`src/rtl/park_gate_ctrl_if.sv`:
```
// rtl/park_gate_ctrl_if.sv - entry/exit lane request and acknowledge handshake bundle
interface park_gate_ctrl_if;
  logic ent_req;
  logic ent_is_uni;
  logic ent_ack;
  logic ent_grant;
  logic ext_req;
  logic ext_is_uni;
  logic ext_ack;

  modport master (
    output ent_req, ent_is_uni, ext_req, ext_is_uni,
    input  ent_ack, ent_grant, ext_ack
  );

  modport slave (
    input  ent_req, ent_is_uni, ext_req, ext_is_uni,
    output ent_ack, ent_grant, ext_ack
  );
endinterface

```
`src/rtl/park_gate_ctrl.sv`:
```
// rtl/park_gate_ctrl.sv - two-lane parking gate arbiter, hourly capacity check, occupancy and barrier timer
// Optional PARK_REJECT_STATS_EN adds a saturating refused-entry counter port reject_count.
module park_gate_ctrl #(
  parameter int TOTAL_CAP   = 700,
  parameter int OPEN_CYCLES = 4
) (
  input  logic                 clk,
  input  logic                 rst_n,
  input  logic                 hour_tick,
  park_gate_ctrl_if.slave      lanes,
  output logic                 gate_open,
  output logic [4:0]           hour,
  output logic [9:0]           uni_count,
  output logic [9:0]           gen_count,
  output logic                 uni_full,
  output logic                 gen_full
`ifdef PARK_REJECT_STATS_EN
  , output logic [15:0]        reject_count
`endif
);

  localparam int OW = $clog2(OPEN_CYCLES + 1);
  localparam logic [9:0] CAP_TOT = 10'(TOTAL_CAP);

  typedef enum logic [1:0] {IDLE, SERVE, OPEN} state_t;
  state_t state, state_d;

  logic          lat_ent, lat_ent_d;
  logic          lat_uni, lat_uni_d;
  logic          rr_ent_next, rr_ent_next_d;
  logic [OW-1:0] open_cnt;
  logic          ent_ack_q, ent_grant_q, ext_ack_q;
  logic          ent_ack_d, ent_grant_d, ext_ack_d;
  logic          inc, dec, open_load, refuse;
  logic [9:0]    uni_cap, gen_cap, tgt_count;
  logic          has_space;

  always_comb begin
    if (hour < 5'd13)       uni_cap = 10'd500;
    else if (hour == 5'd13) uni_cap = 10'd450;
    else if (hour == 5'd14) uni_cap = 10'd400;
    else if (hour == 5'd15) uni_cap = 10'd350;
    else                    uni_cap = 10'd200;
  end

  assign gen_cap   = CAP_TOT - uni_cap;
  assign uni_full  = (uni_count >= uni_cap);
  assign gen_full  = (gen_count >= gen_cap);
  assign tgt_count = lat_uni ? uni_count : gen_count;
  assign has_space = lat_uni ? (uni_count < uni_cap) : (gen_count < gen_cap);
  assign gate_open = (state == OPEN);

  assign lanes.ent_ack   = ent_ack_q;
  assign lanes.ent_grant = ent_grant_q;
  assign lanes.ext_ack   = ext_ack_q;

  always_ff @(posedge clk or negedge rst_n) begin
    if (!rst_n) state <= IDLE;
    else        state <= state_d;
  end

  always_comb begin
    state_d       = state;
    lat_ent_d     = lat_ent;
    lat_uni_d     = lat_uni;
    rr_ent_next_d = rr_ent_next;
    inc           = 1'b0;
    dec           = 1'b0;
    open_load     = 1'b0;
    refuse        = 1'b0;
    ent_ack_d     = 1'b0;
    ent_grant_d   = 1'b0;
    ext_ack_d     = 1'b0;
    case (state)
      IDLE: begin
        // On contention the lane that was not served last wins; the other keeps its level.
        if (lanes.ent_req && (!lanes.ext_req || rr_ent_next)) begin
          lat_ent_d     = 1'b1;
          lat_uni_d     = lanes.ent_is_uni;
          rr_ent_next_d = 1'b0;
          state_d       = SERVE;
        end else if (lanes.ext_req) begin
          lat_ent_d     = 1'b0;
          lat_uni_d     = lanes.ext_is_uni;
          rr_ent_next_d = 1'b1;
          state_d       = SERVE;
        end
      end
      SERVE: begin
        if (lat_ent) begin
          ent_ack_d = 1'b1;
          if (has_space) begin
            inc         = 1'b1;
            ent_grant_d = 1'b1;
            open_load   = 1'b1;
            state_d     = OPEN;
          end else begin
            refuse  = 1'b1;
            state_d = IDLE;
          end
        end else begin
          ext_ack_d = 1'b1;
          if (tgt_count != 10'd0) begin
            dec       = 1'b1;
            open_load = 1'b1;
            state_d   = OPEN;
          end else begin
            state_d = IDLE;
          end
        end
      end
      OPEN: begin
        if (open_cnt == '0) state_d = IDLE;
      end
      default: state_d = IDLE;
    endcase
  end

  always_ff @(posedge clk or negedge rst_n) begin
    if (!rst_n) begin
      lat_ent     <= 1'b0;
      lat_uni     <= 1'b0;
      rr_ent_next <= 1'b1;
      open_cnt    <= '0;
      ent_ack_q   <= 1'b0;
      ent_grant_q <= 1'b0;
      ext_ack_q   <= 1'b0;
      uni_count   <= 10'd0;
      gen_count   <= 10'd0;
      hour        <= 5'd0;
    end else begin
      lat_ent     <= lat_ent_d;
      lat_uni     <= lat_uni_d;
      rr_ent_next <= rr_ent_next_d;
      ent_ack_q   <= ent_ack_d;
      ent_grant_q <= ent_grant_d;
      ext_ack_q   <= ext_ack_d;
      if (open_load)                           open_cnt <= OW'(OPEN_CYCLES - 1);
      else if (state == OPEN && open_cnt != '0) open_cnt <= open_cnt - 1'b1;
      if (inc &&  lat_uni) uni_count <= uni_count + 10'd1;
      if (inc && !lat_uni) gen_count <= gen_count + 10'd1;
      if (dec &&  lat_uni) uni_count <= uni_count - 10'd1;
      if (dec && !lat_uni) gen_count <= gen_count - 10'd1;
      if (hour_tick) hour <= (hour == 5'd23) ? 5'd0 : hour + 5'd1;
    end
  end

`ifdef PARK_REJECT_STATS_EN
  always_ff @(posedge clk or negedge rst_n) begin
    if (!rst_n)                                reject_count <= 16'd0;
    else if (refuse && reject_count != 16'hFFFF) reject_count <= reject_count + 16'd1;
  end
`endif

endmodule

```
`src/flat_wrapper.sv`:
```
// flat-port wrapper written by rule: the top's interface ports become plain ports
module park_gate_ctrl_flat 
#(
  parameter int TOTAL_CAP   = 700,
  parameter int OPEN_CYCLES = 4
)
  (clk, rst_n, hour_tick, gate_open, hour, uni_count, gen_count, uni_full, gen_full, lanes_ent_req, lanes_ent_is_uni, lanes_ext_req, lanes_ext_is_uni, lanes_ent_ack, lanes_ent_grant, lanes_ext_ack);
  park_gate_ctrl_if lanes_i ();
  input  logic clk;
  input  logic rst_n;
  input  logic hour_tick;
  output logic gate_open;
  output logic [4:0] hour;
  output logic [9:0] uni_count;
  output logic [9:0] gen_count;
  output logic uni_full;
  output logic gen_full;
  input wire logic [$bits(lanes_i.ent_req)-1:0] lanes_ent_req;
  input wire logic [$bits(lanes_i.ent_is_uni)-1:0] lanes_ent_is_uni;
  input wire logic [$bits(lanes_i.ext_req)-1:0] lanes_ext_req;
  input wire logic [$bits(lanes_i.ext_is_uni)-1:0] lanes_ext_is_uni;
  output wire logic [$bits(lanes_i.ent_ack)-1:0] lanes_ent_ack;
  output wire logic [$bits(lanes_i.ent_grant)-1:0] lanes_ent_grant;
  output wire logic [$bits(lanes_i.ext_ack)-1:0] lanes_ext_ack;
  assign lanes_i.ent_req = lanes_ent_req;
  assign lanes_i.ent_is_uni = lanes_ent_is_uni;
  assign lanes_i.ext_req = lanes_ext_req;
  assign lanes_i.ext_is_uni = lanes_ext_is_uni;
  assign lanes_ent_ack = lanes_i.ent_ack;
  assign lanes_ent_grant = lanes_i.ent_grant;
  assign lanes_ext_ack = lanes_i.ext_ack;
  park_gate_ctrl #(.TOTAL_CAP(TOTAL_CAP), .OPEN_CYCLES(OPEN_CYCLES)) u_core (.clk(clk), .rst_n(rst_n), .hour_tick(hour_tick), .lanes(lanes_i), .gate_open(gate_open), .hour(hour), .uni_count(uni_count), .gen_count(gen_count), .uni_full(uni_full), .gen_full(gen_full));
endmodule
```
`config.mk`:
```
export PLATFORM = sky130hd
export DESIGN_NAME = park_gate_ctrl_flat
export DESIGN_NICKNAME = d
export VERILOG_FILES = /design/src/rtl/park_gate_ctrl_if.sv /design/src/rtl/park_gate_ctrl.sv /design/src/flat_wrapper.sv
export SDC_FILE = /design/constraint.sdc
export NUM_CORES = 1
export LEC_CHECK = 0
export BUFFER_PORTS_ARGS = -buffer_cell sky130_fd_sc_hd__buf_2
export CELL_PAD_IN_SITES_DETAIL_PLACEMENT = 1
export CELL_PAD_IN_SITES_GLOBAL_PLACEMENT = 1
export CORE_ASPECT_RATIO = 0.8
export CORE_MARGIN = 5
export CORE_UTILIZATION = 48
export CTS_CLUSTER_SIZE = 20
export DETAILED_ROUTE_END_ITERATION = 16
export PLACE_DENSITY_LB_ADDON = 0.1
export SYNTH_ARGS = -nofsm -noshare
export SYNTH_HDL_FRONTEND = slang
export SYNTH_SLANG_ARGS = --single-unit
```
`constraint.sdc`:
```
create_clock -name clk -period 10.3 [get_ports clk]
set_input_delay 1.03 -clock clk [delete_from_list [all_inputs] [get_ports clk]]
set_output_delay 1.03 -clock clk [all_outputs]
set_load 0.05 [all_outputs]
```
Yosys cells after proc, flatten, opt, wreduce, memory -nomap -nowiden

Cells that the tools add are included.

Multiplexer cells: 38
Reduce and logical (&&, ||, !) cells: 19
Order comparisons: 5
$add $sub $neg: 7
Eq/ne operators: 8

Operator list:

| kind                                                   | number |
|---|---|
| two-way mux 10 bit                                     | 8 |
| adder 10 x 1 -> 10 bit (second input constant)         | 2 |
| greater-or-equal comparator 10 bit                     | 2 |
| < comparator 10 bit                                    | 2 |
| subtractor 10 x 1 -> 10 bit (second input constant)    | 2 |
| two-way mux 1 bit                                      | 19 |
| equality test 5 x 4 -> 1 bit (second input constant)   | 3 |
| two-way mux 2 bit                                      | 6 |
| nonzero test 10 bit                                    | 1 |
| subtractor 10 bit (first input constant)               | 1 |
| two-way mux 9 bit                                      | 1 |
| nonzero test 2 bit                                     | 4 |
| logical AND 1 bit                                      | 6 |
| two-way mux 3 bit                                      | 2 |
| one-hot mux 2 bit (3 select lines)                     | 1 |
| adder 5 x 1 -> 5 bit (second input constant)           | 1 |
| equality test 5 bit (second input constant)            | 1 |
| < comparator 5 x 4 -> 1 bit (second input constant)    | 1 |
| two-way mux 5 bit                                      | 1 |
| AND reduction 2 bit                                    | 2 |
| logical NOT 3 bit                                      | 1 |
| inequality test 3 x 2 -> 1 bit (second input constant) | 1 |
| nonzero test 3 bit                                     | 1 |
| subtractor 3 x 1 -> 3 bit (second input constant)      | 1 |
| 6 further kinds                                        | 7 |

Logic and storage cells: 88
Input port bits: 7
Register bits: 36
Output and inout bits: 31

Logic depth before layout (Yosys ltp)

Gate-level depths: netlist (run 1).

Word-level depth: 14
Mapped depth: 14
Gate-level depth less buffers: 14

Worst setup path after synthesis (run 1)

OpenSTA, ideal clock, no wires.

Path type: flip-flop to output port
Start: register u_core.hour[0]
End: output gen_full
Data required time: 9.270 ns
Slack: 5.580 ns
Data arrival time: 3.690 ns
Cell stages (with the launch flop): 10
Buffers on the path: 0
Cell sequence: dfrtp_1 > ha_1 > and3_1 > ha_1 > nand2b_1 > a21oi_1 > nor2_1 > ha_1 > nand4_1 > o41ai_1

Word-level cells in the longest chain between the ends: 7
Elaborated cells between the ends (all ways): 10
Those cells by class: add/sub (1); order compare (2); eq/ne (3); mux (4)

RTL lines:

| what                                 | line                  | source |
|---|---|---|
| from (decl)                          | park_gate_ctrl.sv:12  | `output logic [4:0] hour,` |
| from (signal assigned)               | park_gate_ctrl.sv:144 | `if (hour_tick) hour <= (hour == 5'd23) ? 5'd0 : hour + 5'd1;` |
| equality test 5 x 4 -> 1 bit         | park_gate_ctrl.sv:42  | `else if (hour == 5'd15) uni_cap = 10'd350;` |
| two-way mux 9 bit                    | park_gate_ctrl.sv:42  |  |
| two-way mux 10 bit                   | park_gate_ctrl.sv:41  | `else if (hour == 5'd14) uni_cap = 10'd400;` |
| two-way mux 10 bit                   | park_gate_ctrl.sv:40  | `else if (hour == 5'd13) uni_cap = 10'd450;` |
| two-way mux 10 bit *                 | park_gate_ctrl.sv:39  | `if (hour < 5'd13) uni_cap = 10'd500;` |
| subtractor 10 bit *                  | park_gate_ctrl.sv:46  | `assign gen_cap = CAP_TOT - uni_cap;` |
| greater-or-equal comparator 10 bit * | park_gate_ctrl.sv:48  | `assign gen_full = (gen_count >= gen_cap);` |
| to (decl)                            | flat_wrapper.sv:17    | `output logic gen_full;` |

Every way passes the cells marked *; elsewhere a longest branch is shown, timed or not.

Worst setup path in the final report (run 1)

Start: register u_core.hour[1]
End: output gen_full

Same word-level chain as after synthesis.

==> qor.log, run 1 <==
qor: timing.slew_headroom 0.455
qor: synth.ys_ff_latch 36
qor: timing.fmaxAchievable 0.232 GHz
qor: synth.synth-edff-count 0
qor: layout.fraction_of_layout_instances_using_a_drive_strength_above_1 0.176
qor: synth.yosys-mux-area-fraction 0.0557
qor: clock_network.clock-root-buffer clkbuf_8
qor: synth.ys_seq_area_frac 0.324
qor: synth.netlist-cell-type-count 47
qor: synth.synth_largest_type_area_fraction 0.314
qor: clock_network.clock_insertion_delay_at_the_later_pin_of_the_skew_report 0.28 ns
qor: min_path.hold_path_class reg -> reg
qor: synth.avgSynthCellArea 9.39 µm²
qor: synth.main_flop_type_after_synthesis dfrtp_1
qor: detailed_routing.vias 2365
qor: floorplanning.num_rows 24
qor: synth.ys_async_sr_fraction 1.00
qor: worst_setup_path.arrival 3.29 ns
qor: timing.max_slew.worst_pin.slew 0.818 ns
qor: synth.yosys_warnings 0
qor: global_route.globalRouteTotalUtil 0.202
qor: synth.synth-compound-area-share 0.169
qor: layout.areaGrowthSynthToFinish 14.1%
qor: detailed_routing.drt_wl_total 7030 µm
qor: global_route.grt_max_degree 37
qor: timing.setup_total_negative_slack 0 ns
qor: detailed_routing.dr.first_iter.drc_count 59
qor: timing.rsz0062_at_grt false
qor: run_status.status complete, no violations
qor: clock_network.cts.htree.levels 2
qor: clock_network.tritoncts.num_buffers 5
qor: layout.layout.core_utilization 0.573
qor: clock_network.path_clk_slew 0.08 ns
qor: worst_setup_path.timing.critical_path.to_type primary output
qor: worst_setup_path.crit_path_top_delay_cell a2111oi_4
qor: floorplanning.chipWidth 95.2 µm
qor: detailed_routing.drt_pre_antenna_iters 4
qor: placement.gpl.final_weighted_congestion 0.790
qor: synth.netlist_area 2790 µm²
qor: clock_network.clkSinkCount 36
qor: synth.post_synth_main_area_contributors dfrtp_1, ha_1, o21ai_0
qor: detailed_routing.drt-vias-per-instance 5.66
qor: clock_network.cts_post_setup_buffers_inserted 0
qor: layout.fillCellCount 657
qor: timing.min_period_over_period 0.419
qor: synth.synth-simple-area-share 0.167
qor: clock_network.clock_tree.buffer_depth 2
qor: layout.finish.net_count 387
qor: global_route.first_global_vias 2435
qor: global_route.antenna_found_initial 0
qor: clock_network.hold_buf_cts 0
qor: synth.yosys.area.top_type dfrtp_1
qor: layout.layoutNonFillerInstCount 418
qor: detailed_routing.routed_wire_length_per_instance 16.8 µm
qor: synth.netlist_instances 297
qor: run.cap_violations 0
qor: layout.antenna_cells_inserted 0
qor: detailed_routing.detail-route-antenna-nets 0
qor: synth.largest_family_of_logic_cells_by_synthesized_area adder cells
qor: clock_network.cts.repair.resized 0
qor: worst_setup_path.critical_path.most_common_cell ha_1
qor: detailed_routing.drc_errors 0
qor: floorplanning.start_util 0.502
qor: floorplanning.ios 38
qor: worst_setup_path.crit_path_launch_type flip-flop
qor: placement.buffers_added_on_ports 37
qor: worst_setup_path.worstSetupPathType reg -> out
qor: synth.post-synth-top-count-cell ha_1
qor: placement.dpl.cell_count 410
qor: clock_network.tritoncts yes
qor: placement.dp.final_hpwl 5450 µm
qor: synth.syn_nets 345
qor: worst_setup_path.cp_slowest_stage_delay 0.46 ns
qor: timing.finalHoldViolCount 0
qor: synth.synthTopCellsByCount ha_1, dfrtp_1, nand2_1, nor2_1, o21ai_0
qor: timing.fin_skew 0.00883 ns
qor: global_route.grt_overflow 0
qor: timing.setup_viol 0
qor: synth.synth-xor-area-share 0.0628
qor: global_route.grt_pass1_wl 12200 µm
qor: timing.finalMaxSlewViolations 0
qor: floorplanning.fp.dieArea 7440 µm²
qor: synth.yosys.area_share.adder 0.189
qor: worst_setup_path.critPathMaxFanout 7
qor: worst_setup_path.reg2reg_setup_slack 6.51 ns
qor: floorplanning.chipHeight 78.2 µm
qor: worst_setup_path.cp_cell_sequence ha_1 > and3_1 > ha_1 > nand2b_1 > a21oi_1 > nor2_1 > ha_1 > nand2_1 > o21ai_0 > a2111oi_4 > o41ai_1 > buf_2
qor: floorplanning.fp.coreArea 5560 µm²
qor: timing.final.min_clock_period 4.32 ns
qor: worst_setup_path.crit_required 9.27 ns
-- worst max-delay path, delay by kind of cell (launching register included) --
kind                     cells  cell delay [ns]
buffers and inverters        1             0.24
adder cells (fa/ha/maj)      3             0.77
AO/OA/AOI/OAI                4             1.00
flip-flops                   1             0.45
AND/OR/NAND/NOR              4             0.55
-- cell usage in the layout, fill, tap and decap left out, types with 2 or more instances in the layout --
master,instances
nor2_1,27
nand2_1,29
clkbuf_8,7
o211ai_1,2
o21a_1,2
or4_1,2
o21bai_1,2
fa_1,2
mux2_4,7
nor4_1,5
buf_2,37
inv_1,19
xor2_1,6
dfrtp_1,35
ha_1,39
xnor2_1,14
nor3_1,3
a21o_1,5
nand2b_1,3
mux2i_1,5
or3_1,2
o21ai_0,26
nand3b_1,2
nand3_1,4
nand4_1,4
nor2b_1,5
a211oi_1,6
o41ai_1,2
a21oi_1,16
nor3b_1,2
or2_2,2
-- routing by layer --
| metal | up-vias | wire [µm] | global-route usage |
|---|---|---|---|
| met5 | - | 0 | 0 |
| met1 | 1173 | 3400 | 0.279 |
| li1 | 1149 | - | - |
| met4 | 0 | 34 | 0.0259 |
| met2 | 39 | 3370 | 0.342 |
| met3 | 4 | 223 | 0.0325 |
-- kinds of logic after synthesis --
| logic type | count (synthesis) |
|---|---|
| muxes | 12 |
| buffers and inverters | 21 |
| adders and majority gates | 41 |
| xor gates and xnor gates | 20 |
| and+or+nand+nor | 95 |
| other | 1 |
| AOI/OAI and AO/OA | 71 |
| DFF | 36 |
-- worst paths after layout --
path | startpoint | to | depth (start not counted)
max in group asynchronous | rst_n | u_core.uni_count[4] | 1
setup reg to reg | u_core.lat_uni | u_core.gen_count[8] | 12
hold / removal | u_core.lat_ent | u_core.lat_ent | 1
min in group asynchronous | rst_n | u_core.gen_count[4] | 1
setup / recovery | u_core.hour[1] | gen_full | 12
hold reg to reg | u_core.lat_ent | u_core.lat_ent | 1
-- registers in the layout, indices dropped and copies added, names as in the netlist --
name	count
u_core.gen_count	10
u_core.hour	5
u_core.lanes.ent_ack	1
u_core.lanes.ent_grant	1
u_core.lanes.ext_ack	1
u_core.lat_ent	1
u_core.lat_uni	1
u_core.open_cnt	3
u_core.rr_ent_next	1
u_core.state	2
u_core.uni_count	10
-- final cells by class --
type / count / area (µm²) / area share
multi-input cells: 240 / 1800 / 0.565
flip-flops and latches: 36 / 902 / 0.284
repair buffers: 37 / 185 / 0.0582
well taps: 78 / 97.6 / 0.0307
clock buffers: 7 / 96.3 / 0.0303
inverters: 19 / 71.3 / 0.0224
clock inverters: 1 / 30.0 / 0.00944
-- through the flow --
stage	setup slack, ns	instance area, µm²	hold WS, ns
after floorplan	5.58	2790	0.445
after CTS	5.98	3180	0.506
after global routing	5.78	3180	0.530
final	5.98	3180	0.504
after detailed placement	6.36	3060	0.489
after global placement	6.44	3060	0.488
Power of run 1 is not shown: default switching activity piles up to over one toggle a cycle in this logic, so the estimate is an artifact.
==> inputs of run 2 (changes only) <==
--- a/config.mk
+++ b/config.mk
@@ -10,7 +10,7 @@
 export CELL_PAD_IN_SITES_GLOBAL_PLACEMENT = 1
 export CORE_ASPECT_RATIO = 0.8
 export CORE_MARGIN = 5
-export CORE_UTILIZATION = 48
+export CORE_UTILIZATION = 45
 export CTS_CLUSTER_SIZE = 20
 export DETAILED_ROUTE_END_ITERATION = 16
 export PLACE_DENSITY_LB_ADDON = 0.1
==> constraint.sdc (replaced) <==
create_clock -name clk -period 4.5 [get_ports clk]
set_input_delay 0.45 -clock clk [delete_from_list [all_inputs] [get_ports clk]]
set_output_delay 0.45 -clock clk [all_outputs]
set_load 0.05 [all_outputs]
==> qor.log, run 2 (synthesis gave the netlist of run 1 again) <==
qor: floorplanning.chipWidth 98.0 µm [+2.9%]
qor: timing.max_slew.worst_pin.slew 0.849 ns [+0.0315 ns]
qor: global_route.grt_max_degree 37 [unchanged]
qor: timing.setup_viol 0 [unchanged]
qor: placement.dp.final_hpwl 5380 µm [-1.4%]
qor: floorplanning.fp.coreArea 5970 µm² [+7.5%]
qor: global_route.gr-usage-met2 0.303 [-0.0394]
qor: timing.fmaxAchievable 0.261 GHz
qor: worst_setup_path.arrival 3.39 ns [+0.10 ns]
qor: floorplanning.ios 38 [unchanged]
qor: clock_network.tritoncts yes
qor: detailed_routing.drc_errors 0 [unchanged]
qor: worst_setup_path.critical_path.most_common_cell ha_1
qor: timing.slew_headroom 0.434 [-0.0210]
qor: detailed_routing.routed_wire_length_per_instance 16.6 µm [-1.5%]
qor: clock_network.clkSinkCount 36 [unchanged]
qor: global_route.grt_most_used_layer met2
qor: timing.final.min_clock_period 3.84 ns
qor: detailed_routing.vias 2340 [-1.1%]
qor: detailed_routing.drt_wl_total 6980 µm [-0.78%]
qor: timing.setup_total_negative_slack 0 ns [unchanged]
qor: global_route.grt_overflow 0 [unchanged]
qor: run.cap_violations 0 [unchanged]
qor: timing.finalMaxSlewViolations 0 [unchanged]
qor: layout.mostFrequentLayoutCell ha_1
qor: layout.layoutNonFillerInstCount 421 [+0.72%]
qor: floorplanning.num_rows 25 [+4.2%]
qor: worst_setup_path.critical_path.startpoint u_core.hour[0]
qor: layout.seq_area 902 µm² [unchanged]
qor: clock_network.clock-root-buffer clkbuf_8
qor: clock_network.hold_buf_cts 0 [unchanged]
qor: worst_setup_path.reg2reg_setup_slack 0.76 ns [-5.75 ns]
qor: min_path.hold_path_class in -> async
qor: global_route.grtUsageMet1 0.263 [-0.0156]
qor: timing.hold-worst-slack 0.257 ns [-0.247 ns]
qor: clock_network.path_clk_slew 0.08 ns [about the same]
qor: clock_network.clock_insertion_delay_at_the_later_pin_of_the_skew_report 0.30 ns [+0.02 ns]
qor: layout.antenna_cells_inserted 0 [unchanged]
qor: global_route.globalRouteTotalUtil 0.188 [-0.0140]
qor: layout.finish.net_count 387 [unchanged]
qor: placement.gpl.final_weighted_congestion 0.880 [+11%]
qor: timing.min_period_over_period 0.853
qor: layout.layout.cells.most_common_list ha_1, buf_2, dfrtp_1, nand2_1, nor2_1
qor: detailed_routing.dr.first_iter.drc_count 51 [-14%]
qor: global_route.grt_use_met3 0.0339 [+0.00135]
qor: global_route.antenna_found_initial 0 [unchanged]
qor: floorplanning.fp.dieArea 7880 µm² [+5.9%]
qor: worst_setup_path.crit_path_launch_type flip-flop
qor: worst_setup_path.crit_path_top_delay_cell a2111oi_4
qor: timing.finalHoldViolCount 0 [unchanged]
qor: timing.fin_ws 0.663 ns [-5.32 ns]
qor: clock_network.clock_tree.buffer_depth 2 [unchanged]
qor: worst_setup_path.crit_required 4.05 ns [-5.22 ns]
qor: clock_network.tritoncts.num_buffers 5 [unchanged]
qor: worst_setup_path.cp_slowest_stage_delay 0.51 ns [+0.05 ns]
qor: floorplanning.start_util 0.467 [-0.0352]
qor: placement.dp_worst_setup_slack 0.775 ns [-5.59 ns]
qor: layout.total_area_of_multi_input_combinational_cells 1800 µm² [unchanged]
qor: worst_setup_path.reg2reg_to u_core.gen_count[3]
qor: worst_setup_path.cell_count_of_the_worst_reg_to_reg_path 13 [+1]
qor: layout.layout_top_registers u_core.gen_count: 10 flops, u_core.uni_count: 10 flops, u_core.hour: 5 flops
qor: detailed_routing.drt-vias-per-instance 5.56 [-1.8%]
qor: worst_setup_path.timing.critical_path.to_type primary output
qor: timing.rsz0062_at_grt false
qor: global_route.first_global_vias 2411 [-0.99%]
qor: worst_setup_path.worstSetupPathType reg -> out
qor: layout.areaGrowthSynthToFinish 13.9%
qor: detailed_routing.detail-route-antenna-nets 0 [unchanged]
qor: timing.fin_skew 0.00582 ns [-0.00302 ns]
qor: run_status.status complete, no violations
qor: clock_network.cts_post_setup_buffers_inserted 0 [unchanged]
qor: layout.fillCellCount 720 [+9.6%]
qor: global_route.grt_pass1_wl 11900 µm [-1.8%]
qor: floorplanning.chipHeight 80.4 µm [+2.9%]
qor: placement.dpl.cell_count 413 [+0.73%]
qor: clock_network.cts.repair.resized 0 [unchanged]
qor: clock_network.cts.htree.levels 2 [unchanged]
qor: layout.fraction_of_layout_instances_using_a_drive_strength_above_1 0.176 [unchanged]
qor: placement.buffers_added_on_ports 37 [unchanged]
qor: worst_setup_path.critPathMaxFanout 6 [-1]
qor: worst_setup_path.cp_cell_sequence ha_1 > and3_1 > ha_1 > nand2b_1 > a21oi_1 > nor2_1 > ha_1 > nand2_1 > o21ai_0 > a2111oi_4 > o41ai_1 > buf_2
qor: detailed_routing.drt_pre_antenna_iters 7 [+3]
qor: worst_setup_path.r2r-start u_core.hour[0]
-- run 2: cell types whose count changed in the layout (fill, tap and decap cells not counted), sizes merged --
cell      before  now
clkinvlp       0    1
inv           19   20
clkbuf         7    5
-- run 2: layer usage --
| metal | vias up | part of all wire | wire length (µm) |
|---|---|---|---|
| li1 | 1153 | - | - |
| met1 | 1149 | 0.51 | 3590 |
| met2 | 34 | 0.45 | 3120 |
| met3 | 4 | 0.031 | 216 |
| met4 | 0 | 0.0066 | 46 |
| met5 | - | 0 | 0 |
-- run 2: worst max path at each step --
stage / end
2_1_floorplan: gen_full
3_3_place_gp: u_core.gen_count[3]
3_5_place_dp: u_core.gen_count[3]
4_1_cts: gen_full
5_1_grt: gen_full
6_report: gen_full
-- run 2: cell type report --
class                   count  area share
repair buffers             37      0.0583
clock inverters             3      0.0146
inverters                  19      0.0225
well taps                  81      0.0319
flip-flops and latches     36       0.284
clock buffers               5      0.0217
multi-input cells         240       0.567
-- run 2: worst max-delay path, delay by kind of cell (launching register included) --
| family | cells | cell delay (ns) |
|---|---|---|
| flip-flops | 1 | 0.46 |
| buffers and inverters | 1 | 0.24 |
| adder cells (fa/ha/maj) | 3 | 0.77 |
| AO/OA/AOI/OAI | 4 | 1.09 |
| AND/OR/NAND/NOR | 4 | 0.53 |
-- run 2: stage by stage --
step	utilization	cell area, µm²
floorplan	-	2790
global placement	0.512	3060
detailed placement	0.512	3060
CTS	0.531	3170
global route	0.531	3170
finish	0.531	3170
Power of run 2 is left out for the same reason.
